## src/rtl/operand_fetch_if.sv

```systemverilog
// operand_fetch_if: instruction intake, register-file read port and operand bundle signals
interface operand_fetch_if;
  logic        ir_valid;
  logic        ir_ready;
  logic [31:0] IR;
  logic [3:0]  rf_addr;
  logic [31:0] rf_data;
  logic [31:0] pc_plus8;
  logic        op_valid;
  logic        op_ready;
  logic [31:0] op_IR;
  logic [31:0] op_Rn;
  logic [31:0] op_Rm;
  logic [7:0]  op_shamt;
  logic        op_reg_shift;
  modport slave (
    input  ir_valid, IR, rf_data, pc_plus8, op_ready,
    output ir_ready, rf_addr, op_valid, op_IR, op_Rn, op_Rm, op_shamt, op_reg_shift
  );
  modport master (
    output ir_valid, IR, rf_data, pc_plus8, op_ready,
    input  ir_ready, rf_addr, op_valid, op_IR, op_Rn, op_Rm, op_shamt, op_reg_shift
  );
endinterface

```

## src/rtl/operand_fetch.sv

```systemverilog
// operand_fetch: decodes an instruction, reads Rn/Rm/Rs serially and issues an operand bundle
module operand_fetch (
  input logic clk,
  input logic reset,
  operand_fetch_if.slave bus
);
  localparam logic [2:0] IDLE = 3'd0, RD_RN = 3'd1, RD_RM = 3'd2, RD_RS = 3'd3, ISSUE = 3'd4;
  logic [2:0]  state_q, state_d;
  logic [31:0] ir_q, ir_d, rn_q, rn_d, rm_q, rm_d;
  logic [7:0]  shamt_q, shamt_d;
  logic        reg_shift_q, reg_shift_d, op_valid_q, op_valid_d;
  logic        accept, done, new_rm, new_rs, cur_rm, cur_rs;
  logic [31:0] rd_val;
  assign new_rs = bus.IR[27:25] == 3'b000 && bus.IR[4] && !bus.IR[7];
  assign new_rm = bus.IR[27:25] == 3'b000 || bus.IR[27:25] == 3'b011;
  assign cur_rs = ir_q[27:25] == 3'b000 && ir_q[4] && !ir_q[7];
  assign cur_rm = ir_q[27:25] == 3'b000 || ir_q[27:25] == 3'b011;
  assign bus.ir_ready = state_q == IDLE || (state_q == ISSUE && bus.op_ready);
  assign accept = bus.ir_valid && bus.ir_ready;
  assign done = op_valid_q && bus.op_ready;
  assign bus.op_valid = op_valid_q;
  assign bus.op_IR = ir_q;
  assign bus.op_Rn = rn_q;
  assign bus.op_Rm = rm_q;
  assign bus.op_shamt = shamt_q;
  assign bus.op_reg_shift = reg_shift_q;
  // read address follows the current read state; R15 reads see the PC, plus 4 more for Rn/Rm of a register-shift form
  always_comb begin
    bus.rf_addr = state_q == RD_RN ? ir_q[19:16] :
                  state_q == RD_RM ? ir_q[3:0]   :
                  state_q == RD_RS ? ir_q[11:8]  : 4'd0;
    rd_val = bus.rf_addr == 4'd15 ? bus.pc_plus8 + {29'd0, cur_rs && state_q != RD_RS, 2'b00} : bus.rf_data;
  end
  // sequencing: accept a new word, step through the required reads, hold the bundle until consumed
  always_comb begin
    state_d = state_q;
    ir_d = ir_q;
    rn_d = rn_q;
    rm_d = rm_q;
    shamt_d = shamt_q;
    reg_shift_d = reg_shift_q;
    if (accept) begin
      state_d = bus.IR[27] ? ISSUE : RD_RN;
      ir_d = bus.IR;
      rn_d = '0;
      rm_d = '0;
      shamt_d = new_rm && !new_rs ? {3'b000, bus.IR[11:7]} : 8'd0;
      reg_shift_d = new_rs;
    end else if (done) begin
      state_d = IDLE;
    end else if (state_q == RD_RN) begin
      rn_d = rd_val;
      state_d = cur_rm ? RD_RM : ISSUE;
    end else if (state_q == RD_RM) begin
      rm_d = rd_val;
      state_d = cur_rs ? RD_RS : ISSUE;
    end else if (state_q == RD_RS) begin
      shamt_d = rd_val[7:0];
      state_d = ISSUE;
    end
    op_valid_d = state_d == ISSUE;
  end
  // state and bundle registers
  always_ff @(posedge clk) begin
    if (reset) begin
      state_q <= IDLE;
      ir_q <= '0;
      rn_q <= '0;
      rm_q <= '0;
      shamt_q <= '0;
      reg_shift_q <= 1'b0;
      op_valid_q <= 1'b0;
    end else begin
      state_q <= state_d;
      ir_q <= ir_d;
      rn_q <= rn_d;
      rm_q <= rm_d;
      shamt_q <= shamt_d;
      reg_shift_q <= reg_shift_d;
      op_valid_q <= op_valid_d;
    end
  end
endmodule
```

## src/flat_wrapper.sv

```systemverilog
// flat-port wrapper written by rule: the top's interface ports become plain ports
module operand_fetch_flat 
  (clk, reset, bus_ir_valid, bus_IR, bus_rf_data, bus_pc_plus8, bus_op_ready, bus_ir_ready, bus_rf_addr, bus_op_valid, bus_op_IR, bus_op_Rn, bus_op_Rm, bus_op_shamt, bus_op_reg_shift);
  operand_fetch_if bus_i ();
  input logic clk;
  input logic reset;
  input wire logic [$bits(bus_i.ir_valid)-1:0] bus_ir_valid;
  input wire logic [$bits(bus_i.IR)-1:0] bus_IR;
  input wire logic [$bits(bus_i.rf_data)-1:0] bus_rf_data;
  input wire logic [$bits(bus_i.pc_plus8)-1:0] bus_pc_plus8;
  input wire logic [$bits(bus_i.op_ready)-1:0] bus_op_ready;
  output wire logic [$bits(bus_i.ir_ready)-1:0] bus_ir_ready;
  output wire logic [$bits(bus_i.rf_addr)-1:0] bus_rf_addr;
  output wire logic [$bits(bus_i.op_valid)-1:0] bus_op_valid;
  output wire logic [$bits(bus_i.op_IR)-1:0] bus_op_IR;
  output wire logic [$bits(bus_i.op_Rn)-1:0] bus_op_Rn;
  output wire logic [$bits(bus_i.op_Rm)-1:0] bus_op_Rm;
  output wire logic [$bits(bus_i.op_shamt)-1:0] bus_op_shamt;
  output wire logic [$bits(bus_i.op_reg_shift)-1:0] bus_op_reg_shift;
  assign bus_i.ir_valid = bus_ir_valid;
  assign bus_i.IR = bus_IR;
  assign bus_i.rf_data = bus_rf_data;
  assign bus_i.pc_plus8 = bus_pc_plus8;
  assign bus_i.op_ready = bus_op_ready;
  assign bus_ir_ready = bus_i.ir_ready;
  assign bus_rf_addr = bus_i.rf_addr;
  assign bus_op_valid = bus_i.op_valid;
  assign bus_op_IR = bus_i.op_IR;
  assign bus_op_Rn = bus_i.op_Rn;
  assign bus_op_Rm = bus_i.op_Rm;
  assign bus_op_shamt = bus_i.op_shamt;
  assign bus_op_reg_shift = bus_i.op_reg_shift;
  operand_fetch u_core (.clk(clk), .reset(reset), .bus(bus_i));
endmodule
```

## config.mk

```make
export PLATFORM = sky130hd
export DESIGN_NAME = operand_fetch_flat
export DESIGN_NICKNAME = d
export VERILOG_FILES = /design/src/rtl/operand_fetch_if.sv /design/src/rtl/operand_fetch.sv /design/src/flat_wrapper.sv
export SDC_FILE = /design/constraint.sdc
export NUM_CORES = 1
export LEC_CHECK = 0
export BUFFER_PORTS_ARGS = -buffer_cell sky130_fd_sc_hd__buf_4
export CAP_MARGIN = 30
export CELL_PAD_IN_SITES_DETAIL_PLACEMENT = 0
export CELL_PAD_IN_SITES_GLOBAL_PLACEMENT = 2
export CORE_MARGIN = 10
export CORE_UTILIZATION = 26
export DETAILED_ROUTE_END_ITERATION = 8
export PLACE_DENSITY = 0.81
export SYNTH_ARGS = -nofsm -noshare
export SYNTH_HDL_FRONTEND = slang
export SYNTH_SLANG_ARGS = --single-unit
```

## constraint.sdc

```tcl
create_clock -name clk -period 3.26 [get_ports clk]
set_clock_uncertainty 0.15 [all_clocks]
set_input_delay 0.326 -clock clk [delete_from_list [all_inputs] [get_ports clk]]
set_output_delay 0.326 -clock clk [all_outputs]
set_load 0.01 [all_outputs]
```

==> flow_metrics.env <==
export IMPL_status="finished clean"
export IMPL_wl_um=20800
export IMPL_finalSetupViolations=0
export IMPL_cp_cell_sequence="nor4_1 -> nand2_1 -> a21oi_1 -> ha_1 -> nand4_1 -> buf_4 -> or4_1 -> or4_1 -> nand3_1 -> a32o_1"
export IMPL_grt_pass1_vias=5345
export IMPL_clock_latency_ns=0.35
export IMPL_antenna_found_initial=0
export IMPL_cts_htree_levels=3
export IMPL_syn_nets=689
export IMPL_avgSynthCellArea_um2=8.40
export IMPL_start_util_pct=26.4
export IMPL_hpwl_um=16200
export IMPL_crit_top_cell="or4_1"
export IMPL_viasPerCell=5.15
export IMPL_synth_warnings=0
export IMPL_grt_setup_unrepaired="false"
export IMPL_die_y_um=158
export IMPL_drtAntennaViolNets=0
export IMPL_clk_pin_slew_worst_paths_ns=0.08
export IMPL_utilization_pct=38.0
export IMPL_synthSimpleGateAreaFrac_pct=24.0
export IMPL_grt_pass1_wl_um=31200
export IMPL_synth_top_flop_cell="dfxtp_1"
export IMPL_slew_viol_final=0
export IMPL_tritoncts="yes"
export IMPL_synth_top_cells_by_count="109 x dfxtp_1, 97 x nand2_1, 44 x nand3_1"
export IMPL_cts_sinks=109
export IMPL_preCtsSetupSlack_ns=-0.0211
export IMPL_power_density_mw_per_mm2=411
export IMPL_nets=892
export IMPL_firstDrtPassIters=5
export IMPL_synth_mux_area_share_pct=3.85
export IMPL_stdcell_count=1028
export IMPL_ys_ff_latch=109
export IMPL_hold_depth=3
export IMPL_drt_iter0_drc=303
export IMPL_hp_class="in2reg"
export IMPL_area_delta_synth_final_pct=43.9
export IMPL_dieArea_mm2=0.0249
export IMPL_synthAdderAreaFrac_pct=0.507
export IMPL_rows=50
export IMPL_gp_congestion=0.849
export IMPL_synth_compound_area_share_pct=19.7
export IMPL_slowest_stage="or4_1"
export IMPL_critPathKind="reg2reg"
export IMPL_max_freq_ghz=0.327
export IMPL_worst_ir_drop_vdd_v=0.000241
export IMPL_tightest_slew_ns=0.801
export IMPL_yosys_area_top_type="dfxtp_1"
export IMPL_ys_seq_area_share_pct=44.2
export IMPL_ys_async_sr_fraction_pct=0
export IMPL_syn_inst=587
export IMPL_dpl_instance_area_mm2=0.00679
export IMPL_coreArea_mm2=0.0187
export IMPL_cp_max_fo=7
export IMPL_cts_root_buffer="clkbuf_16"
export IMPL_grt_overflow=0
export IMPL_clockBufferDepth=2
export IMPL_final_hold_viol_count=0
export IMPL_holdBufCountCts=0
export IMPL_timing_slew_headroom_pct=46.4
export IMPL_reg2regPathDepth=10
export IMPL_numCtsBuffers=9
export IMPL_critPathArrivalTime_ns=3.21
export IMPL_worstPathRequired_ns=3.41
export IMPL_period_share_pct=93.9
export IMPL_n_antenna_cell=0
export IMPL_p_leak_nw=2.87
export IMPL_worstSetupEndpointType="flop"
export IMPL_design_area_mm2=0.00710
export IMPL_port_buffers=210
export IMPL_finalPower_mw=2.92
export IMPL_cpPeakStageDelay_ns=0.56
export IMPL_grt_usage_pct=16.1
export IMPL_synth_top_family_by_area="simple AND/OR/NAND/NOR gates"
export IMPL_dp_cells=1009
export IMPL_period_needed_ns=3.06
export IMPL_yosysTopAreaCellShare_pct=44.2
export IMPL_ys_top_cells_by_area="dfxtp_1 44%, nand2_1 7.4%, nand3_1 4.5%, a21oi_1 4.4%, o21ai_0 4.2%"
export IMPL_drc=0
export IMPL_drv_cap=0
export IMPL_grt_max_degree=43
export IMPL_synth_xor_area_share_pct=3.91
export IMPL_die_w_um=158
export IMPL_num_vias=5294
export IMPL_setup_slack_ns=0.200
export IMPL_synth_edff_count=0
export IMPL_start_kind="flop"
export IMPL_drive_above_1_share_pct=32.0
export IMPL_synthesis_area_mm2=0.00493
export IMPL_yosysMostFrequentCell="dfxtp_1"
export IMPL_wl_per_cell_um=20.3
export IMPL_io_pin_count=211
export IMPL_synth_distinct_cells=47
==> worst max-delay path: cells and delay by family, from the launching register on <==
family | cells | cell delay [ns]
AOI/OAI and AO/OA | 2 | 0.38
adders and majority gates | 1 | 0.27
and+or+nand+nor | 6 | 1.69
DFF | 1 | 0.35
buffers and inverters | 1 | 0.17
==> metrics by stage <==
| step | hold WS, ns | setup TNS, ns |
|---|---|---|
| 2_1_floorplan | 0.312 | 0 |
| 3_3_place_gp | 0.288 | 0 |
| 3_5_place_dp | 0.299 | -0.0355 |
| 4_1_cts | 0.0454 | 0 |
| 5_1_grt | 0.0552 | 0 |
| 6_report | 0.0583 | 0 |
==> report_power, final <==
| part | switching [mW] | internal [mW] | total [mW] |
|---|---|---|---|
| sequential | 0.0300 | 1.37 | 1.40 |
| combinational | 0.257 | 0.206 | 0.463 |
| clock | 0.527 | 0.522 | 1.05 |
==> layout make-up <==
class / instances / area (um2)
Timing Repair Buffer: 230 / 1730
Tap cell: 234 / 293
Multi-Input combinational cell: 430 / 2590
Clock inverter: 6 / 47.5
Clock buffer: 9 / 225
Sequential cell: 109 / 2180
Inverter: 10 / 37.5
Fill cell: 1896 / 11600
==> state kept, by name, indices dropped and copies added (netlist names) <==
register,flops
u_core.bus.op_reg_shift,1
u_core.bus.op_Rn,32
u_core.state_q,3
u_core.bus.op_valid,1
u_core.bus.op_Rm,32
u_core.bus.op_IR,32
u_core.bus.op_shamt,8
==> cell usage in the layout (no fill, tap or decap), drive strengths merged, types with 3 or more instances in the layout <==
cell type,netlist,layout
buf,7,230
dfxtp,109,109
nand2,97,97
nand3,44,44
a21oi,43,43
o21ai,41,41
nand4,23,23
mux2i,19,19
nor2,17,17
a32o,12,12
o211ai,12,12
inv,10,12
xnor2,11,11
xor2,11,11
nand2b,9,9
a32oi,9,9
o31ai,9,9
clkbuf,31,9
nor3,9,9
or4,7,7
and2,6,6
o22ai,6,6
nor4,6,6
o32ai,4,4
or3,4,4
a21boi,4,4
and4,3,3
nor3b,3,3
o2bb2ai,3,3
and3,3,3
clkinv,0,3
==> path summary, 6_finish.rpt <==
check / slack, ns / start / end
hold reg to reg: 0.31 / u_core.bus.op_IR[24] / u_core.bus.op_IR[24]
setup reg to reg: 0.20 / u_core.bus.op_IR[25] / u_core.bus.op_Rm[28]
setup / recovery: 0.20 / u_core.bus.op_IR[25] / u_core.bus.op_Rm[28]
hold / removal: 0.06 / bus_IR[23] / u_core.bus.op_IR[23]
==> kinds of logic (layout without fill, tap and decap cells) <==
logic type                 after synthesis  count (layout)
AOI/OAI and AO/OA                      150             150
xor gates and xnor gates                22              22
adders and majority gates                2               2
buffers and inverters                   48             255
DFF                                    109             109
muxes                                   19              19
and+or+nand+nor                        237             237
==> repair_timing <==
action / in CTS / in global routing
pin swaps: 0 / 2
endpoints found under the setup margin: 4 / 14
gates resized for setup: 1 / 0
buffers inserted: 0 / 4
==> layer usage <==
metal  track usage, %  wire, um
met1             19.8      8960
met2             25.8      9530
met3             6.49      2170
met4             3.61       180
met5                0         0
No activity file was read; power rests on OpenSTA's default activity.
